$ cat src/rtl/mc_control_unit_if.sv
// Control/datapath boundary of the multi-cycle CPU.
// master: the control unit (drives every strobe and select, reads opcode/flags).
// slave:  the datapath side (drives opcode/flags, receives the controls).
interface mc_control_unit_if #(
    parameter int OPW = 6,
    parameter int STW = 3
);
    logic [OPW-1:0] opcode;
    logic           zero;
    logic           sign;
    logic           mem_ready;
    logic           PCWre;
    logic           IRWre;
    logic           InsMemRW;
    logic           ALUSrcA;
    logic           ALUSrcB;
    logic [2:0]     ALUOp;
    logic           ExtSel;
    logic [1:0]     RegDst;
    logic           RegWre;
    logic           WrRegDSrc;
    logic           DBDataSrc;
    logic           mRD;
    logic           mWR;
    logic [1:0]     PCSrc;
    logic [STW-1:0] state;

    modport master (
        input  opcode, zero, sign, mem_ready,
        output PCWre, IRWre, InsMemRW, ALUSrcA, ALUSrcB, ALUOp, ExtSel,
               RegDst, RegWre, WrRegDSrc, DBDataSrc, mRD, mWR, PCSrc, state
    );

    modport slave (
        output opcode, zero, sign, mem_ready,
        input  PCWre, IRWre, InsMemRW, ALUSrcA, ALUSrcB, ALUOp, ExtSel,
               RegDst, RegWre, WrRegDSrc, DBDataSrc, mRD, mWR, PCSrc, state
    );
endinterface

$ cat src/rtl/mc_control_unit.sv
// Multi-cycle CPU control FSM: sequences fetch, decode, execute, memory and
// write-back. Controls are decoded from the current state and the opcode/flags.
// Optional macro MEM_WAIT_EN: when defined, the MEM state holds until
// mem_ready=1; when undefined mem_ready is ignored and MEM lasts one cycle.
module mc_control_unit #(
    parameter int OPW = 6,
    parameter int STW = 3
) (
    input  logic               CLK,
    input  logic               Reset,
    mc_control_unit_if.master  bus
);
    localparam logic [OPW-1:0] OP_ADD  = 6'b000000;
    localparam logic [OPW-1:0] OP_SUB  = 6'b000001;
    localparam logic [OPW-1:0] OP_ADDI = 6'b000010;
    localparam logic [OPW-1:0] OP_OR   = 6'b010000;
    localparam logic [OPW-1:0] OP_AND  = 6'b010001;
    localparam logic [OPW-1:0] OP_ORI  = 6'b010010;
    localparam logic [OPW-1:0] OP_SLL  = 6'b011000;
    localparam logic [OPW-1:0] OP_SLT  = 6'b100110;
    localparam logic [OPW-1:0] OP_SLTI = 6'b100111;
    localparam logic [OPW-1:0] OP_SW   = 6'b110000;
    localparam logic [OPW-1:0] OP_LW   = 6'b110001;
    localparam logic [OPW-1:0] OP_BEQ  = 6'b110100;
    localparam logic [OPW-1:0] OP_BNE  = 6'b110101;
    localparam logic [OPW-1:0] OP_BLTZ = 6'b110110;
    localparam logic [OPW-1:0] OP_J    = 6'b111000;
    localparam logic [OPW-1:0] OP_JR   = 6'b111001;
    localparam logic [OPW-1:0] OP_JAL  = 6'b111010;

    typedef enum logic [STW-1:0] {
        S_IF      = 3'b000,
        S_ID      = 3'b001,
        S_EXE_MEM = 3'b010,
        S_MEM     = 3'b011,
        S_WB_LD   = 3'b100,
        S_EXE_BR  = 3'b101,
        S_EXE_ALU = 3'b110,
        S_WB_ALU  = 3'b111
    } state_t;

    state_t state_r;
    logic   mem_go_s;

    // Register-register and register-immediate ALU instructions.
    function automatic logic is_alu(input logic [OPW-1:0] op);
        case (op)
            OP_ADD, OP_SUB, OP_ADDI, OP_OR, OP_AND,
            OP_ORI, OP_SLL, OP_SLT, OP_SLTI: is_alu = 1'b1;
            default:                         is_alu = 1'b0;
        endcase
    endfunction

    // Immediate-form ALU instructions write rt and take operand B from the immediate.
    function automatic logic is_imm(input logic [OPW-1:0] op);
        case (op)
            OP_ADDI, OP_ORI, OP_SLTI: is_imm = 1'b1;
            default:                  is_imm = 1'b0;
        endcase
    endfunction

    // ALU operation code; immediate forms share the operation of their R-form.
    function automatic logic [2:0] alu_op(input logic [OPW-1:0] op);
        case (op)
            OP_SUB:          alu_op = 3'b001;
            OP_SLL:          alu_op = 3'b010;
            OP_OR, OP_ORI:   alu_op = 3'b011;
            OP_AND:          alu_op = 3'b100;
            OP_SLT, OP_SLTI: alu_op = 3'b110;
            default:         alu_op = 3'b000;
        endcase
    endfunction

`ifdef MEM_WAIT_EN
    assign mem_go_s = bus.mem_ready;
`else
    assign mem_go_s = 1'b1;
`endif

    assign bus.state = state_r;

    // State register: one instruction phase per cycle, IF after every retire.
    always_ff @(posedge CLK) begin
        if (Reset) begin
            state_r <= S_IF;
        end else begin
            case (state_r)
                S_IF: state_r <= S_ID;
                S_ID: begin
                    if (bus.opcode == OP_BEQ || bus.opcode == OP_BNE || bus.opcode == OP_BLTZ) begin
                        state_r <= S_EXE_BR;
                    end else if (bus.opcode == OP_LW || bus.opcode == OP_SW) begin
                        state_r <= S_EXE_MEM;
                    end else if (is_alu(bus.opcode)) begin
                        state_r <= S_EXE_ALU;
                    end else begin
                        state_r <= S_IF;
                    end
                end
                S_EXE_ALU: state_r <= S_WB_ALU;
                S_WB_ALU:  state_r <= S_IF;
                S_EXE_BR:  state_r <= S_IF;
                S_EXE_MEM: state_r <= S_MEM;
                S_MEM: begin
                    if (!mem_go_s) begin
                        state_r <= S_MEM;
                    end else if (bus.opcode == OP_LW) begin
                        state_r <= S_WB_LD;
                    end else begin
                        state_r <= S_IF;
                    end
                end
                S_WB_LD:   state_r <= S_IF;
                default:   state_r <= S_IF;
            endcase
        end
    end

    // Control decode from state, opcode and flags; everything forced low in reset.
    always_comb begin
        bus.PCWre     = 1'b0;
        bus.IRWre     = 1'b0;
        bus.InsMemRW  = 1'b0;
        bus.ALUSrcA   = 1'b0;
        bus.ALUSrcB   = 1'b0;
        bus.ALUOp     = 3'b000;
        bus.ExtSel    = 1'b0;
        bus.RegDst    = 2'b00;
        bus.RegWre    = 1'b0;
        bus.WrRegDSrc = 1'b0;
        bus.DBDataSrc = 1'b0;
        bus.mRD       = 1'b0;
        bus.mWR       = 1'b0;
        bus.PCSrc     = 2'b00;
        if (Reset) begin
            bus.PCWre = 1'b0;
        end else begin
            case (state_r)
                S_IF: begin
                    bus.IRWre    = 1'b1;
                    bus.InsMemRW = 1'b1;
                end
                S_ID: begin
                    case (bus.opcode)
                        OP_J: begin
                            bus.PCWre = 1'b1;
                            bus.PCSrc = 2'b11;
                        end
                        OP_JR: begin
                            bus.PCWre = 1'b1;
                            bus.PCSrc = 2'b10;
                        end
                        OP_JAL: begin
                            bus.PCWre  = 1'b1;
                            bus.PCSrc  = 2'b11;
                            bus.RegWre = 1'b1;
                        end
                        6'b111111, OP_BEQ, OP_BNE, OP_BLTZ, OP_LW, OP_SW: bus.PCWre = 1'b0;
                        default: bus.PCWre = !is_alu(bus.opcode);
                    endcase
                end
                S_EXE_ALU, S_WB_ALU: begin
                    bus.ALUOp   = alu_op(bus.opcode);
                    bus.ALUSrcB = is_imm(bus.opcode);
                    bus.ALUSrcA = (bus.opcode == OP_SLL);
                    bus.ExtSel  = (bus.opcode != OP_ORI);
                    if (state_r == S_WB_ALU) begin
                        bus.RegWre    = 1'b1;
                        bus.WrRegDSrc = 1'b1;
                        bus.RegDst    = is_imm(bus.opcode) ? 2'b01 : 2'b10;
                        bus.PCWre     = 1'b1;
                    end else begin
                        bus.RegWre = 1'b0;
                    end
                end
                S_EXE_BR: begin
                    bus.ALUOp  = 3'b001;
                    bus.ExtSel = 1'b1;
                    bus.PCWre  = 1'b1;
                    case (bus.opcode)
                        OP_BEQ:  bus.PCSrc = bus.zero ? 2'b01 : 2'b00;
                        OP_BNE:  bus.PCSrc = bus.zero ? 2'b00 : 2'b01;
                        OP_BLTZ: bus.PCSrc = bus.sign ? 2'b01 : 2'b00;
                        default: bus.PCSrc = 2'b00;
                    endcase
                end
                S_EXE_MEM, S_MEM: begin
                    bus.ALUSrcB = 1'b1;
                    bus.ExtSel  = 1'b1;
                    if (state_r == S_MEM) begin
                        if (bus.opcode == OP_SW) begin
                            bus.mWR   = 1'b1;
                            bus.PCWre = mem_go_s;
                        end else begin
                            bus.mRD = 1'b1;
                        end
                    end else begin
                        bus.mRD = 1'b0;
                    end
                end
                S_WB_LD: begin
                    bus.mRD       = 1'b1;
                    bus.DBDataSrc = 1'b1;
                    bus.RegWre    = 1'b1;
                    bus.WrRegDSrc = 1'b1;
                    bus.RegDst    = 2'b01;
                    bus.PCWre     = 1'b1;
                end
                default: bus.PCWre = 1'b0;
            endcase
        end
    end
endmodule
$ cat src/flat_wrapper.sv
// flat-port wrapper written by rule: the top's interface ports become plain ports
module mc_control_unit_flat 
#(
    parameter int OPW = 6,
    parameter int STW = 3
)
  (CLK, Reset, bus_opcode, bus_zero, bus_sign, bus_mem_ready, bus_PCWre, bus_IRWre, bus_InsMemRW, bus_ALUSrcA, bus_ALUSrcB, bus_ALUOp, bus_ExtSel, bus_RegDst, bus_RegWre, bus_WrRegDSrc, bus_DBDataSrc, bus_mRD, bus_mWR, bus_PCSrc, bus_state);
  mc_control_unit_if #(.OPW(OPW), .STW(STW)) bus_i ();
  input  logic CLK;
  input  logic Reset;
  input wire logic [$bits(bus_i.opcode)-1:0] bus_opcode;
  input wire logic [$bits(bus_i.zero)-1:0] bus_zero;
  input wire logic [$bits(bus_i.sign)-1:0] bus_sign;
  input wire logic [$bits(bus_i.mem_ready)-1:0] bus_mem_ready;
  output wire logic [$bits(bus_i.PCWre)-1:0] bus_PCWre;
  output wire logic [$bits(bus_i.IRWre)-1:0] bus_IRWre;
  output wire logic [$bits(bus_i.InsMemRW)-1:0] bus_InsMemRW;
  output wire logic [$bits(bus_i.ALUSrcA)-1:0] bus_ALUSrcA;
  output wire logic [$bits(bus_i.ALUSrcB)-1:0] bus_ALUSrcB;
  output wire logic [$bits(bus_i.ALUOp)-1:0] bus_ALUOp;
  output wire logic [$bits(bus_i.ExtSel)-1:0] bus_ExtSel;
  output wire logic [$bits(bus_i.RegDst)-1:0] bus_RegDst;
  output wire logic [$bits(bus_i.RegWre)-1:0] bus_RegWre;
  output wire logic [$bits(bus_i.WrRegDSrc)-1:0] bus_WrRegDSrc;
  output wire logic [$bits(bus_i.DBDataSrc)-1:0] bus_DBDataSrc;
  output wire logic [$bits(bus_i.mRD)-1:0] bus_mRD;
  output wire logic [$bits(bus_i.mWR)-1:0] bus_mWR;
  output wire logic [$bits(bus_i.PCSrc)-1:0] bus_PCSrc;
  output wire logic [$bits(bus_i.state)-1:0] bus_state;
  assign bus_i.opcode = bus_opcode;
  assign bus_i.zero = bus_zero;
  assign bus_i.sign = bus_sign;
  assign bus_i.mem_ready = bus_mem_ready;
  assign bus_PCWre = bus_i.PCWre;
  assign bus_IRWre = bus_i.IRWre;
  assign bus_InsMemRW = bus_i.InsMemRW;
  assign bus_ALUSrcA = bus_i.ALUSrcA;
  assign bus_ALUSrcB = bus_i.ALUSrcB;
  assign bus_ALUOp = bus_i.ALUOp;
  assign bus_ExtSel = bus_i.ExtSel;
  assign bus_RegDst = bus_i.RegDst;
  assign bus_RegWre = bus_i.RegWre;
  assign bus_WrRegDSrc = bus_i.WrRegDSrc;
  assign bus_DBDataSrc = bus_i.DBDataSrc;
  assign bus_mRD = bus_i.mRD;
  assign bus_mWR = bus_i.mWR;
  assign bus_PCSrc = bus_i.PCSrc;
  assign bus_state = bus_i.state;
  mc_control_unit #(.OPW(OPW), .STW(STW)) u_core (.CLK(CLK), .Reset(Reset), .bus(bus_i));
endmodule
$ cat config.mk
export PLATFORM = sky130hd
export DESIGN_NAME = mc_control_unit_flat
export DESIGN_NICKNAME = d
export VERILOG_FILES = /design/src/rtl/mc_control_unit_if.sv /design/src/rtl/mc_control_unit.sv /design/src/flat_wrapper.sv
export SDC_FILE = /design/constraint.sdc
export NUM_CORES = 1
export LEC_CHECK = 0
export CORE_MARGIN = 1.5
export CORE_UTILIZATION = 43
export DETAILED_ROUTE_END_ITERATION = 7
export MAX_ROUTING_LAYER = met4
export PLACE_DENSITY_LB_ADDON = 0.08
export SLEW_MARGIN = 10
export SYNTH_ARGS = -nofsm -noshare
export SYNTH_HDL_FRONTEND = slang
export SYNTH_SLANG_ARGS = --single-unit
$ cat constraint.sdc
create_clock -name CLK -period 3.8 [get_ports CLK]
set_input_delay 0.95 -clock CLK [delete_from_list [all_inputs] [get_ports CLK]]
set_output_delay 0.95 -clock CLK [all_outputs]
set_load 0.02 [all_outputs]
==> results.md, run 1 <==
- Cell breakdown of the critical path: clkdlybuf4s50_1 -> or4b_4 -> o21ai_2 -> or3_1 -> o22ai_1 -> dlygate4sd2_1
- Startpoint Class: input port
- Synth area leader: dfxtp_1
- Die Width: 42.4 µm
- Synthesized area per cell: 6.95 µm²
- Fin nets: 153
- Initial Utilization: 0.453
- Comb power frac: 0.485
- Post-synth ARST share: 0
- GR Util All Layers: 0.271
- Critical Path End Type: output pin
- Largest register FFs: 3
- Ant. Diodes: 0
- Post-route ant nets: 0
- Post-route DRC: 0
- Layout Utilization: 0.751
- RSZ-0062 raised after global routing: false
- Internal power: 119 µW
- Clk pwr share: 0.305
- Clock-pin slew on the worst setup and hold paths: 40 ps
- Peak supply drop: 123 µV
- Max frequency: 0.272 GHz
- CP peak stage delay: 560 ps
- Mapped Cells: 96
- Die Area: 1800 µm²
- Routability Congestion: 0.875
- Cell Pwr Density: 167 nW/µm²
- Seq/Total Area, Yosys: 0.0901
- Post-synthesis cell area: 667 µm²
- Worst Path Max Fanout: 6
- Crit path max-delay family: buffers and inverters
- H-Tree Depth: 1
- Worst Skew: 2.79 ps
- Drt wl/cell: 13.5 µm
- Final period util: 0.966
- Yosys warns: 0
- Final worst slack: 129 ps
- Syn Nets: 107
- Static Leakage: 0.542 nW
- Worst Path Required: 2850 ps
- Via count: 910
- Slew at the pin closest to its max-slew limit: 458 ps
- Fillers: 135
- Final Non-Filler Cells: 157
- EDFF count, synth: 0
- Maxcap violations: 0
- Hold crit path type: reg -> reg
- Rows: 14
- CTS tree: done
- Seq pwr share: 0.210
- Bufs and invs on worst path: 2
- Switch Pwr: 66.0 µW
- Clk buf depth: 2
- Root Buffer Master: clkbuf_4
- Die Y: 42.4 µm
- Ratio of cells with drive above 1 in the final layout: 0.234
- Sequential cell area: 60.1 µm²
- Unique masters post-synth: 42
- Pre-CTS setup slack: -168 ps
- Routed vias/inst: 5.80
- Antenna violations before repair: 0
- Hold_buf cts: 0
- Top FF cell, synth: dfxtp_1
- Inst Count DP: 153
- Initial DRC Count: 20
- Final setup viols: 0
- GRT Residual Overflow: 0
- Max-slew violation count: 0
- Post-DP HPWL: 1670 µm
- Critical path type: in -> out
- Top post-synthesis cells by area: dfxtp_1 (9.0%), a21oi_1 (5.3%), buf_6 (5.1%)
- Core ar.: 1470 µm²
- Switching share of total power: 0.357
- Min cycle time layout: 3670 ps
- Clock Sinks: 3
- Area grow syn2layout: 65.7%
- PortBufs: 30
- Clk_lat worst skew: 230 ps
- Global-route wire length before repair: 3800 µm
- Vias in the first global route: 882
- Area share of the largest cell type after synthesis: 0.0901
- Pin count of the biggest net entering global routing: 16
- Final Hold Viols: 0
- DRT Wirelength: 2120 µm
- Status: completed
- Pre-antenna DRT Iters: 4
- Total chip power: 185 µW
- Area taken by multi-input logic gates: 517 µm²
- Ports: 32
- Worst slew margin: 0.694
- Worst path slowest cell: clkdlybuf4s50_1
- #FFs+latches synth: 3
- Total CTS buffers: 3
- Worst Path Arrival: 2720 ps
[cells in the mapped netlist, types with 2 or more instances]
cell,number
nor2_1,8
a21oi_1,7
nand2_1,7
inv_1,5
nand2b_1,5
buf_4,4
nor2b_1,4
buf_2,3
buf_6,3
dfxtp_1,3
nand3_1,3
nor3_1,3
nor3b_1,3
o22ai_1,3
a211oi_1,2
nand3b_1,2
nand4b_1,2
nor4_1,2
o21ai_1,2
o41ai_1,2
xnor2_1,2
[layout make-up]
cell class / count / area share
Sequential cell: 3 / 0.0544
Multi-Input combinational cell: 77 / 0.468
Tap cell: 16 / 0.0181
Clock buffer: 4 / 0.0238
Timing Repair Buffer: 52 / 0.419
Inverter: 5 / 0.0170
[repair_timing]
action / CTS / global route
pin swaps: 0 / 0
buffers inserted: 0 / 0
endpoints found under the setup margin: 12 / 6
gates resized for setup: 11 / 5
[worst reg2reg max path: stages (launching register included)]
cell and delay, ps:
dfxtp_1 590, inv_1 160, nand3_2 120, buf_4 130, a21oi_1 40, o2bb2ai_1 120
[power by group through the flow]
stage          sequential, mW  clock [mW]  combinational [mW]
2_1_floorplan          0.0373           0              0.0509
3_3_place_gp           0.0392           0              0.0874
3_5_place_dp           0.0392           0              0.0893
4_1_cts                0.0388      0.0569              0.0888
5_1_grt                0.0397      0.0591              0.0975
6_report               0.0388      0.0563              0.0895
[stage by stage]
step                      hold slack (ps)  setup TNS [ps]  cell area, µm²
after floorplan                       649               0             667
after global placement                614            -587            1070
after detailed placement              614            -947            1070
after CTS                             618               0            1090
after global routing                  698               0            1100
final                                 618               0            1100
[cells by family (layout without fill, tap and decap cells)]
kind of cell | count (synthesis) | count (layout) | share of synthesized area
and+or+nand+nor | 49 | 49 | 0.458
AOI/OAI and AO/OA | 25 | 25 | 0.259
buffers and inverters | 16 | 61 | 0.152
DFF | 3 | 3 | 0.0901
xor gates and xnor gates | 2 | 2 | 0.0263
muxes | 1 | 1 | 0.0150
[per-layer routing]
layer,wire [µm],global-route usage,vias up
met5,0,-,-
met4,25,0.0875,0
met3,117,0.00862,4
met2,1070,0.458,31
met1,908,0.349,426
li1,-,-,449
[path summary, 6_finish.rpt]
check / startpoint / cells past startpoint / endpoint / slack (ps)
max: bus_opcode[4] / 6 / bus_PCWre / 130
min: u_core.bus.state[0] / 2 / u_core.bus.state[2] / 620
min reg2reg: u_core.bus.state[0] / 2 / u_core.bus.state[2] / 620
max reg2reg: u_core.bus.state[1] / 5 / u_core.bus.state[1] / 2530
[placed cells by master, fill, tap and decap left out, types with 2 or more instances in the layout]
master and n:
o22ai_1 3, nand2b_1 5, nand3b_1 2, nor4_1 2, dfxtp_1 3, buf_4 22, nor3_1 3, nand3_1 3
xnor2_1 2, o41ai_1 2, nor3b_1 3, a211oi_1 2, nand4b_1 2, nor2_1 8, nor2b_1 4, o21ai_1 2
inv_1 5, a21oi_1 7, dlygate4sd2_1 10, dlymetal6s2s_1 4, clkdlybuf4s50_1 16, clkbuf_4 3, nand2_1 6
Power figures use the tool's default switching activity.
==> run 2: changes to the inputs <==
GPL_TIMING_DRIVEN = 0   (was default)
REMOVE_ABC_BUFFERS = 1   (was default)
==> run 2 against run 1 <==
Against the previous run: count of clock-buffer cells in the layout stayed put; register-to-register slack better by 70 ps; critical path depth is 2 lower; via count is 13% lower; cell area down 15%; wire length decreased by 14%; hold slack got worse by 1.3 ps; global-route usage down 5.6 points; critical endpoint is now bus_ALUSrcA; highest routed layer unchanged.
==> results.md, run 2 (synthesis gave the netlist of run 1 again) <==
- Via count: 795 (-13%)
- Max frequency: 0.272 GHz (about the same)
- Startpoint Class: input port
- Status: completed
- Total chip power: 169 µW (-8.7%)
- Critical path type: in -> out
- Peak supply drop: 89.5 µV (-27%)
- Post-route DRC: 0 (unchanged)
- Worst Skew: 1.88 ps (-0.916 ps)
- Post-DP HPWL: 1270 µm (-24%)
- Hold_buf cts: 0 (unchanged)
- Min cycle time layout: 3670 ps (+0.900 ps)
- GR Util All Layers: 0.216 (-0.0558)
- Cell breakdown of the critical path: clkdlybuf4s15_1 -> or4b_4 -> nor4_1 -> clkdlybuf4s50_1
- Final setup viols: 0 (unchanged)
- Worst Reg-to-Reg Cells: 4 (-1)
- Slew at the pin closest to its max-slew limit: 452 ps (-6.17 ps)
- Final Hold Viols: 0 (unchanged)
- Worst Path Max Fanout: 10 (+4)
- Worst path slowest cell: clkdlybuf4s50_1
- Final Non-Filler Cells: 135 (-14%)
- Initial DRC Count: 19 (-5.0%)
- Clock Sinks: 3 (unchanged)
- Commonest non-fill, non-tap cell in the layout: clkdlybuf4s50_1
- Worst Path Required: 2850 ps (about the same)
- Rows: 14 (unchanged)
- Sequential cell area: 60.1 µm² (unchanged)
- Worst reg2reg startpoint: u_core.bus.state[1]
- PortBufs: 30 (unchanged)
- RSZ-0062 raised after global routing: false
- Routability Congestion: 0.892 (+1.8%)
- Die Area: 1800 µm² (unchanged)
- Pin count of the biggest net entering global routing: 17 (+1)
- Final TNS setup: 0 ps (unchanged)
- Clk_lat worst skew: 240 ps (about the same)
- Area taken by multi-input logic gates: 522 µm² (+0.97%)
- Pre-CTS setup slack: -320 ps (-153 ps)
- R2r setup slk: 2600 ps (+70 ps)
- Vias in the first global route: 671 (-24%)
- Largest register FFs: 3 (unchanged)
- Global-route wire length before repair: 2950 µm (-22%)
- DRT Wirelength: 1830 µm (-14%)
- Static Leakage: 0.395 nW (-27%)
- Inst Count DP: 131 (-14%)
- Fillers: 148 (+9.6%)
- Routed vias/inst: 5.89 (+1.6%)
- Cell Pwr Density: 179 nW/µm² (+6.9%)
- Hold crit path type: reg -> reg
- Ports: 32 (unchanged)
- Area grow syn2layout: 41.5%
- Maxcap violations: 0 (unchanged)
- Root Buffer Master: clkbuf_4
- Layout Utilization: 0.641 (-0.110)
- GRT Residual Overflow: 0 (unchanged)
- Final period util: 0.966 (about the same)
- FF-to-FF End: u_core.bus.state[1]
- Fin nets: 131 (-14%)
- CP peak stage delay: 650 ps (+90 ps)
- Worst slew margin: 0.698 (+0.00412)
- Total CTS buffers: 3 (unchanged)
- Clk buf depth: 2 (unchanged)
- Commonest non-fill, non-tap cells in the layout: clkdlybuf4s50_1 (19), nor2_1 (8), a21oi_1 (7), nand2_1 (6)
- Pre-antenna DRT Iters: 4 (unchanged)
- Design area: 943 µm² (-15%)
- Final worst slack: 128 ps (-0.900 ps)
- Hold_sp: u_core.bus.state[0]
- Placed Instance Area: 905 µm² (-15%)
- Drt wl/cell: 13.5 µm (about the same)
- Clock-pin slew on the worst setup and hold paths: 40 ps (about the same)
- Post-route ant nets: 0 (unchanged)
- Initial Utilization: 0.453 (unchanged)
- Ratio of cells with drive above 1 in the final layout: 0.143 (-0.0912)
- Max-slew violation count: 0 (unchanged)
- H-Tree Depth: 1 (unchanged)
- Ant. Diodes: 0 (unchanged)
- Setup Buffers After CTS: 0 (unchanged)
- Hold slack final: 617 ps (-1.25 ps)
- Core ar.: 1470 µm² (unchanged)
- Beginning of the critical path: bus_opcode[5]
- Worst Path Arrival: 2720 ps (about the same)
- Die Width: 42.4 µm (unchanged)
- Antenna violations before repair: 0 (unchanged)
- Critical Path End Type: output pin
- Die Y: 42.4 µm (unchanged)
- Crit path to: bus_ALUSrcA
- CTS tree: done
run 2: timing repair:
action,4_1_cts,5_1_grt
resized for setup,15,10
gates cloned,0,0
setup endpoints to repair,13,6
run 2: worst min-delay path by stage:
| stage | cells after the start | endpoint | slack (ps) |
|---|---|---|---|
| finish | 2 | u_core.bus.state[2] | 620 |
| global route | 2 | u_core.bus.state[2] | 680 |
| floorplan | 2 | u_core.bus.state[2] | 640 |
| global placement | 2 | u_core.bus.state[2] | 620 |
| CTS | 2 | u_core.bus.state[2] | 620 |
| detailed placement | 2 | u_core.bus.state[2] | 600 |
run 2: worst max-delay path: cells and delay by family:
kind                   cells  cell delay, ps
buffers and inverters      2             980
and+or+nand+nor            2             800
run 2: cell type report:
class,instances,area share
Clock buffer,4,0.0279
Inverter,5,0.0199
Multi-Input combinational cell,77,0.553
Sequential cell,3,0.0637
Tap cell,16,0.0212
Timing Repair Buffer,30,0.314
run 2: per-layer routing:
metal  wire [µm]  up-vias  global-route usage
li1            -      404                   -
met1         850      362               0.283
met2         862       27               0.332
met3          94        2              0.0388
met4          17        0              0.0750
met5           0        -                   -
run 2: power breakdown:
part / switching (mW) / internal [mW] / total, mW
registers: 0.00529 / 0.0335 / 0.0387
logic: 0.0393 / 0.0310 / 0.0702
clock network: 0.0201 / 0.0396 / 0.0597
==> run 3: changes to the inputs <==
CORE_MARGIN = default   (was 1.5)
==> run 3 against run 2 <==
Against the previous run: maximum frequency fell by 1.4%; clock power fell by 4.5%; final cell count down 0.74%; die area shrank 4.7%; clock skew increased by 5.9 ps; sequential cell count did not move; sequential power about the same; critical path type unchanged; non-clock buffer count unchanged; critical path depth increased by 2; worst setup slack lost 51 ps; highest routed layer unchanged; largest power group unchanged; count of clock-buffer cells in the layout did not move.
==> results.md, run 3 (synthesis gave the netlist of run 1 again) <==
- Status: completed
- Internal power: 104 µW (-0.39%)
- R2r setup slk: 2550 ps (-50 ps)
- Worst Path Required: 2850 ps (about the same)
- Switching share of total power: 0.375 (-0.00893)
- Hold slack final: 637 ps (+20.2 ps)
- Final Hold Viols: 0 (unchanged)
- Initial Utilization: 0.488 (+0.0349)
- Max frequency: 0.269 GHz (-1.4%)
- Comb power frac: 0.420 (+0.004)
- Switch Pwr: 62.0 µW (-4.1%)
- Commonest non-fill, non-tap cell in the layout: clkdlybuf4s50_1
- Rows: 13 (-1)
- Slew at the pin closest to its max-slew limit: 471 ps (+18.6 ps)
- Routed vias/inst: 5.98 (+1.5%)
- Die Width: 41.4 µm (-2.4%)
- Die Y: 41.4 µm (-2.4%)
- Peak supply drop: 153 µV (+71%)
- Post-route ant nets: 0 (unchanged)
- Final worst slack: 77.6 ps (-50.9 ps)
- Seq pwr share: 0.235 (+0.005)
- Total CTS buffers: 3 (unchanged)
- PortBufs: 30 (unchanged)
- Clk pwr share: 0.344 (-0.010)
- GR Util All Layers: 0.242 (+0.0264)
- Setup Buffers After CTS: 0 (unchanged)
- Global-route wire length before repair: 2730 µm (-7.5%)
- Drt wl/cell: 13.8 µm (+2.3%)
- Ant. Diodes: 0 (unchanged)
- Worst Skew: 7.76 ps (+5.88 ps)
- Pre-antenna DRT Iters: 4 (unchanged)
- Post-route DRC: 0 (unchanged)
- RSZ-0062 raised after global routing: false
- Vias in the first global route: 609 (-9.2%)
- Die Area: 1710 µm² (-4.7%)
- Hold crit path type: reg -> reg
- Hold_buf cts: 0 (unchanged)
- Pin count of the biggest net entering global routing: 17 (unchanged)
- Critical path type: in -> out
- Total chip power: 166 µW (-1.8%)
- GRT Residual Overflow: 0 (unchanged)
- CTS tree: done
- Clk buf depth: 2 (unchanged)
- Design area: 925 µm² (-2.0%)
- Via count: 801 (+0.75%)
- Commonest non-fill, non-tap cells in the layout: clkdlybuf4s50_1 (20), nor2_1 (8), nand2_1 (7), a21oi_1 (7)
- Clock Sinks: 3 (unchanged)
- Final TNS setup: 0 ps (unchanged)
- Antenna violations before repair: 0 (unchanged)
- Fin nets: 131 (unchanged)
- Static Leakage: 0.373 nW (-5.7%)
- Final period util: 0.980 (+0.0134)
- Routability Congestion: 0.930 (+4.3%)
- Post-DP HPWL: 1370 µm (+7.9%)
- Maxcap violations: 0 (unchanged)
- Largest register FFs: 3 (unchanged)
- Root Buffer Master: clkbuf_4
- Ratio of cells with drive above 1 in the final layout: 0.134 (-0.00840)
- Worst slew margin: 0.686 (-0.0124)
- Final setup viols: 0 (unchanged)
- Clock-pin slew on the worst setup and hold paths: 40 ps (about the same)
- H-Tree Depth: 1 (unchanged)
- Cell Pwr Density: 179 nW/µm² (+0.18%)
- Placed Instance Area: 903 µm² (-0.14%)
- Ports: 32 (unchanged)
- Clk_lat worst skew: 240 ps (about the same)
- Pre-CTS setup slack: -350 ps (-29.1 ps)
- Worst Path Arrival: 2770 ps (+50 ps)
- DRT Wirelength: 1860 µm (+1.6%)
- Worst Path Max Fanout: 13 (+3)
- Area grow syn2layout: 38.6%
- Initial DRC Count: 27 (+8)
- Core ar.: 1370 µm² (-7.1%)
- Min cycle time layout: 3720 ps (+50.9 ps)
- Critical Path End Type: output pin
- Max-slew violation count: 0 (unchanged)
- Startpoint Class: input port
[run 3: area by class of cell]
type	count	area, µm²
clock buffer	4	26.3
fill	135	442
inverter	5	18.8
multi-input combinational	77	505
sequential	3	60.1
tap	15	18.8
timing repair buffer	30	295
[run 3: repair_timing]
action	4_1_cts	5_1_grt
hold endpoints to repair	0	0
resized for setup	14	8
pin swaps	0	0
cloned	0	0
endpoints found under the setup margin	14	6
[run 3: final timing paths]
path,startpoint,end,depth (start not counted)
max,bus_opcode[0],bus_PCWre,6
min,u_core.bus.state[0],u_core.bus.state[2],2
max reg2reg,u_core.bus.state[1],u_core.bus.state[1],4
min reg2reg,u_core.bus.state[0],u_core.bus.state[2],2
[run 3: worst max-delay path, stage by stage]
cell and delay (ps):
clkdlybuf4s15_2 290, or4b_4 620, o21ai_2 120, or3_1 150, o22ai_1 100, clkdlybuf4s50_1 540
[run 3: power groups by stage]
stage	logic (mW)	registers, mW	clock network (mW)
global route	0.0760	0.0393	0.0633
finish	0.0696	0.0390	0.0570
floorplan	0.0332	0.0401	0
global placement	0.0704	0.0391	0
detailed placement	0.0718	0.0393	0
CTS	0.0699	0.0388	0.0575
[run 3: per-layer routing]
metal  global-route usage  routed length (µm)  up-vias
li1                     -                   -      407
met1                0.342                 838      357
met2                0.379                 879       35
met3               0.0160                 120        2
met4               0.0484                  16        0
met5                    -                   0        -
[run 3: per-stage QoR]
stage	std cells	util
after floorplan	85	-
after global placement	130	0.661
after CTS	134	0.680
final	134	0.677
after detailed placement	130	0.661
after global routing	134	0.677
